### config.mk
export PLATFORM = sky130hd
export DESIGN_NAME = cipher_ram_writer
export DESIGN_NICKNAME = d
export VERILOG_FILES = /design/src/rtl/cipher_ram_writer.sv
export SDC_FILE = /design/constraint.sdc
export NUM_CORES = 1
export LEC_CHECK = 0
export ABC_CLOCK_PERIOD_IN_PS = 2400
export BUFFER_PORTS_ARGS = -buffer_cell sky130_fd_sc_hd__buf_2
export CORE_MARGIN = 5
export CORE_UTILIZATION = 54
export CTS_BUF_LIST = sky130_fd_sc_hd__clkbuf_16
export CTS_CLUSTER_DIAMETER = 200
export DETAILED_ROUTE_END_ITERATION = 8
export PLACE_DENSITY = 0.89
export SYNTH_ARGS = -nofsm -noshare
export SYNTH_HDL_FRONTEND = slang
export SYNTH_SLANG_ARGS = --single-unit
### constraint.sdc
create_clock -name clk -period 2.4 [get_ports clk]
set_input_delay 0.36 -clock clk [delete_from_list [all_inputs] [get_ports clk]]
set_output_delay 0.36 -clock clk [all_outputs]
set_load 0.1 [all_outputs]
### src/rtl/cipher_ram_writer.sv
// cipher_ram_writer
//
// Takes one 128-bit ciphertext block through a valid/ready handshake and
// writes it out to a byte-wide RAM, one byte per cycle, at addresses 0..15
// (byte i = cipher_in[8i+7:8i] goes to address i). A one-cycle done pulse
// follows the 16th write, and then the block is ready for the next one.
// The full cycle takes 18 cycles per block: 1 handshake, 16 writes, 1 done.
//
// Optional feature, enabled by defining CIPHER_RAM_READBACK_EN:
//   an internal 16x8 copy of the RAM contents is written in parallel with
//   ram_we and read through rd_addr/rd_data, with one cycle of read latency.
//   The copy resets to all zero.
//
// Ports:
//   clk          in   single clock, rising edge
//   rst_n        in   asynchronous active-low reset
//   cipher_in    in   [127:0] ciphertext block
//   cipher_valid in   cipher_in holds a valid block
//   cipher_ready out  block can be accepted this cycle (high only in IDLE)
//   ram_we       out  byte write strobe
//   ram_addr     out  [3:0] byte address (0 when not writing)
//   ram_wdata    out  [7:0] byte write data (0 when not writing)
//   done         out  one-cycle pulse after the 16th byte is written
//   busy         out  high while writing and during the done cycle
//   rd_addr      in   [3:0] readback address (CIPHER_RAM_READBACK_EN only)
//   rd_data      out  [7:0] registered readback data (CIPHER_RAM_READBACK_EN only)

module cipher_ram_writer (
    input  logic         clk,
    input  logic         rst_n,
    input  logic [127:0] cipher_in,
    input  logic         cipher_valid,
    output logic         cipher_ready,
    output logic         ram_we,
    output logic [3:0]   ram_addr,
    output logic [7:0]   ram_wdata,
    output logic         done,
    output logic         busy
`ifdef CIPHER_RAM_READBACK_EN
    ,
    input  logic [3:0]   rd_addr,
    output logic [7:0]   rd_data
`endif
);

    localparam logic [1:0] StIdle  = 2'd0;
    localparam logic [1:0] StWrite = 2'd1;
    localparam logic [1:0] StDone  = 2'd2;

    logic [1:0]   state_q, state_d;
    logic [3:0]   index_q, index_d;
    logic [127:0] holding_q, holding_d;
    logic         handshake;

    assign handshake = cipher_valid && (state_q == StIdle);

    // Next-state logic
    always_comb begin
        state_d   = state_q;
        index_d   = index_q;
        holding_d = holding_q;
        case (state_q)
            StIdle: begin
                if (handshake) begin
                    holding_d = cipher_in;
                    index_d   = 4'd0;
                    state_d   = StWrite;
                end
            end
            StWrite: begin
                // The index wraps to 0 on the last byte, but the FSM leaves
                // WRITE at the same edge, so address 0 is never rewritten.
                index_d = index_q + 4'd1;
                if (index_q == 4'd15) begin
                    state_d = StDone;
                end
            end
            StDone: begin
                state_d = StIdle;
            end
            default: begin
                state_d = StIdle;
            end
        endcase
    end

    always_ff @(posedge clk or negedge rst_n) begin
        if (!rst_n) begin
            state_q   <= StIdle;
            index_q   <= 4'd0;
            holding_q <= '0;
        end else begin
            state_q   <= state_d;
            index_q   <= index_d;
            holding_q <= holding_d;
        end
    end

    // Outputs decode directly from state, so the write address and data are
    // forced to zero outside WRITE instead of showing stale holding bytes.
    always_comb begin
        cipher_ready = 1'b0;
        ram_we       = 1'b0;
        ram_addr     = 4'd0;
        ram_wdata    = 8'd0;
        done         = 1'b0;
        busy         = 1'b0;
        case (state_q)
            StIdle: begin
                cipher_ready = 1'b1;
            end
            StWrite: begin
                ram_we    = 1'b1;
                ram_addr  = index_q;
                ram_wdata = holding_q[{index_q, 3'b000} +: 8];
                busy      = 1'b1;
            end
            StDone: begin
                done = 1'b1;
                busy = 1'b1;
            end
            default: begin
                cipher_ready = 1'b0;
            end
        endcase
    end

`ifdef CIPHER_RAM_READBACK_EN
    logic [7:0] mem_q [16];
    logic [7:0] rd_data_q;

    always_ff @(posedge clk or negedge rst_n) begin
        if (!rst_n) begin
            for (int i = 0; i < 16; i++) begin
                mem_q[i] <= 8'd0;
            end
            rd_data_q <= 8'd0;
        end else begin
            if (ram_we) begin
                mem_q[ram_addr] <= ram_wdata;
            end
            rd_data_q <= mem_q[rd_addr];
        end
    end

    assign rd_data = rd_data_q;
`endif

endmodule
==> flow_metrics.env <==
export IMPL_vias_per_cell=5.93
export IMPL_dr_pass1_iters=5
export IMPL_start_kind="flip-flop"
export IMPL_route_vias_total=4434
export IMPL_yosys_top_cells_count="134 x dfrtp_1, 129 x mux2_2, 28 x mux2i_1, 21 x a22oi_1, 19 x buf_2"
export IMPL_yosysMostFrequentCell="dfrtp_1"
export IMPL_synth_area_mux_share_pct=34.6
export IMPL_syn_avg_cell_area_sq_um=14.7
export IMPL_core_rowCount=39
export IMPL_nFillCells=682
export IMPL_synth_fa_ha_area_share_pct=0.807
export IMPL_maxSlewViolCount=0
export IMPL_syn_to_final_growth_pct=33.7
export IMPL_wl_um=17300
export IMPL_netlist_area_sq_um=6200
export IMPL_fin_skew_ps=8.49
export IMPL_rsz0062_at_grt="yes"
export IMPL_cts_buffers=17
export IMPL_setup_ws_ps=-269
export IMPL_synth_edff_count=0
export IMPL_dp_slack_ps=-99.8
export IMPL_p_leak_nw=3.69
export IMPL_coreArea_sq_um=11300
export IMPL_cts_tree="yes"
export IMPL_grt_pass1_vias=4797
export IMPL_place_congestion=0.827
export IMPL_final_min_clock_period_ps=2670
export IMPL_drv_cap=0
export IMPL_ir_drop_mv=1.76
export IMPL_setup_worst_path_end_class="primary output"
export IMPL_die_h_um=117
export IMPL_critical_path_class="flip-flop to primary output"
export IMPL_worstMarginPinSlew_ps=731
export IMPL_clk_latency_ps=410
export IMPL_clkSinkCount=134
export IMPL_synth_seq_cells=134
export IMPL_r2r_end="index_q[2]$_DFFE_PN0P_"
export IMPL_hold_viol_final=0
export IMPL_yosys_area_top_type="dfrtp_1"
export IMPL_grt_overflow_total=0
export IMPL_grt_start_max_net_pins=56
export IMPL_p_per_area_nw_per_um2=1620
export IMPL_final_util_pct=73.3
export IMPL_max_clock_freq_mhz=375
export IMPL_hold_start="cipher_in[10]"
export IMPL_htreeDepth=4
export IMPL_r2r_start="state_q[0]$_DFFE_PN0P_"
export IMPL_synthTopCellsByArea="dfrtp_1 54%, mux2_2 23%, mux4_2 5.8%"
export IMPL_synth_top_family_by_area="multiplexers"
export IMPL_die_x_um=117
export IMPL_cts_reportedPaths_clkPinSlew_ps=60
export IMPL_ys_seq_area_share_pct=54.1
export IMPL_r2r_cells=5
export IMPL_outcome="complete, but fails checks"
export IMPL_die_area_sq_um=13700
export IMPL_relSlewSlack_pct=50.8
export IMPL_nets=727
export IMPL_io_buffers=146
export IMPL_hp_class="input port to flip-flop"
export IMPL_drc=0
export IMPL_synth_cells=421
export IMPL_dpl_hpwl_um=11400
export IMPL_placed_area_sq_um=7280
export IMPL_synth_compound_area_share_pct=4.68
export IMPL_yosys_area_top_type_share_pct=54.1
export IMPL_fin_crit_sh_pct=111
export IMPL_crit_path_end="ram_wdata[3]"
export IMPL_clock_path_buffers=2
export IMPL_synth_fp_nets=556
export IMPL_synth_cell_types=28
export IMPL_setup_violations=8
export IMPL_detail_route_antenna_nets=0
export IMPL_antenna_found_initial=0
export IMPL_synth_warnings=0
export IMPL_antenna_cells=0
export IMPL_synthSimpleGateAreaFrac_pct=2.64
export IMPL_drt_iter0_drc=334
export IMPL_async_reset_ff_share_pct=100
export IMPL_crit_path_max_fanout=9
export IMPL_cts_root_buf="clkbuf_16"
export IMPL_startpoint="index_q[0]$_DFFE_PN0P_"
export IMPL_start_util_pct=54.8
export IMPL_r2r_setup_slack_ps=530
export IMPL_grt_pass1_wl_um=25500
export IMPL_avgRoutedWirePerCell_um=23.1
export IMPL_io_pins=147
export IMPL_layout_drive_gt1_share_pct=64.8
export IMPL_crit_arrival_ps=2310
export IMPL_synthFlopType="dfrtp_1"
export IMPL_synth_xor_area_share_pct=0
export IMPL_grt_total_usage_pct=25.3
export IMPL_fin_total_pwr_mw=13.5
export IMPL_violations="negative setup slack"
export IMPL_crit_required_ps=2040
export IMPL_fin_area_sq_um=8300
area by class of cell:
type,instances,area [sq um],share of cell area (%)
well taps,143,179,2.16
inverters,5,23.8,0.287
flip-flops and latches,134,3360,40.4
clock buffers,17,425,5.13
clock inverters,15,148,1.78
multi-input cells,253,2820,34.0
repair buffers,181,1350,16.2
report_power, final:
group	leakage [nW]	switching [mW]	internal, mW	total [mW]
Clock	0.301	0.952	1.60	2.55
Combinational	1.82	3.56	3.23	6.79
Sequential	1.57	0.718	3.41	4.13
Total	3.69	5.23	8.24	13.5
metal layers:
layer	GRT usage, %	routed length (um)	vias up	share of wire [%]
met1	29.9	6400	2245	37
met4	12.8	771	0	4.5
met5	0	0	-	0
li1	-	-	1919	-
met3	6.22	1180	54	6.8
met2	42.9	8910	216	52
metrics by stage:
| step | std cells | TNS [ps] | hold slack [ps] |
|---|---|---|---|
| floorplan | 421 | -5500 | 64.4 |
| global placement | 695 | 0 | 413 |
| detailed placement | 695 | -519 | 423 |
| CTS | 743 | -1250 | 165 |
| global route | 748 | -1990 | 159 |
| finish | 748 | -1500 | 175 |
worst max-delay path, cell delays in order, from the launching register on:
cell       delay, ps
dfrtp_2          450
buf_12           160
buf_12           140
mux2i_2          170
a22oi_2          250
a22oi_1          100
o211ai_1         340
clkbuf_16        280
flip-flops by register name, indices dropped and copies added, names as in the netlist:
register   count
holding_q    128
index_q        4
state_q        2
how the worst min path moves through the flow:
stage	end	slack [ps]	cells after the start
after detailed placement	holding_q[92]$_DFFE_PN0P_	420	1
after floorplan	holding_q[0]$_DFFE_PN0P_	60	0
after global placement	holding_q[92]$_DFFE_PN0P_	410	1
after CTS	holding_q[10]$_DFFE_PN0P_	160	2
final	holding_q[10]$_DFFE_PN0P_	170	2
after global routing	holding_q[10]$_DFFE_PN0P_	160	2
cell families after synthesis:
group / after synthesis
flip-flops: 134
multiplexers: 175
AO/OA/AOI/OAI: 40
adder cells (fa/ha/maj): 4
buffers and inverters: 34
AND/OR/NAND/NOR: 34
cells in the final DEF, fill, tap and decap left out, types with 2 or more instances in the layout:
master | netlist | routed
a21oi_1 | 3 | 3
a22o_1 | 3 | 2
mux4_2 | 16 | 18
mux2i_1 | 28 | 19
and2_1 | 2 | 2
a22oi_2 | 0 | 16
clkinv_2 | 0 | 7
nand2_1 | 7 | 6
buf_4 | 3 | 21
o211ai_1 | 7 | 7
buf_12 | 0 | 16
o21ai_0 | 4 | 4
dfrtp_2 | 0 | 2
ha_1 | 4 | 3
buf_2 | 19 | 135
mux2i_2 | 0 | 9
buf_8 | 2 | 2
nand3_1 | 17 | 16
bufinv_16 | 0 | 3
clkbuf_16 | 0 | 22
inv_1 | 5 | 7
nor2_4 | 0 | 2
nor2_1 | 4 | 2
a22oi_1 | 21 | 5
dfrtp_1 | 134 | 132
mux2_2 | 129 | 128
what timing repair did:
action	CTS	global route
endpoints found under the setup margin	9	8
pin swaps	22	13
buffers inserted	14	4
endpoints found under the hold margin	37	0
gates cloned	1	1
hold buffers	1	0
resized for setup	39	16
(Power assumes the default switching activity.)
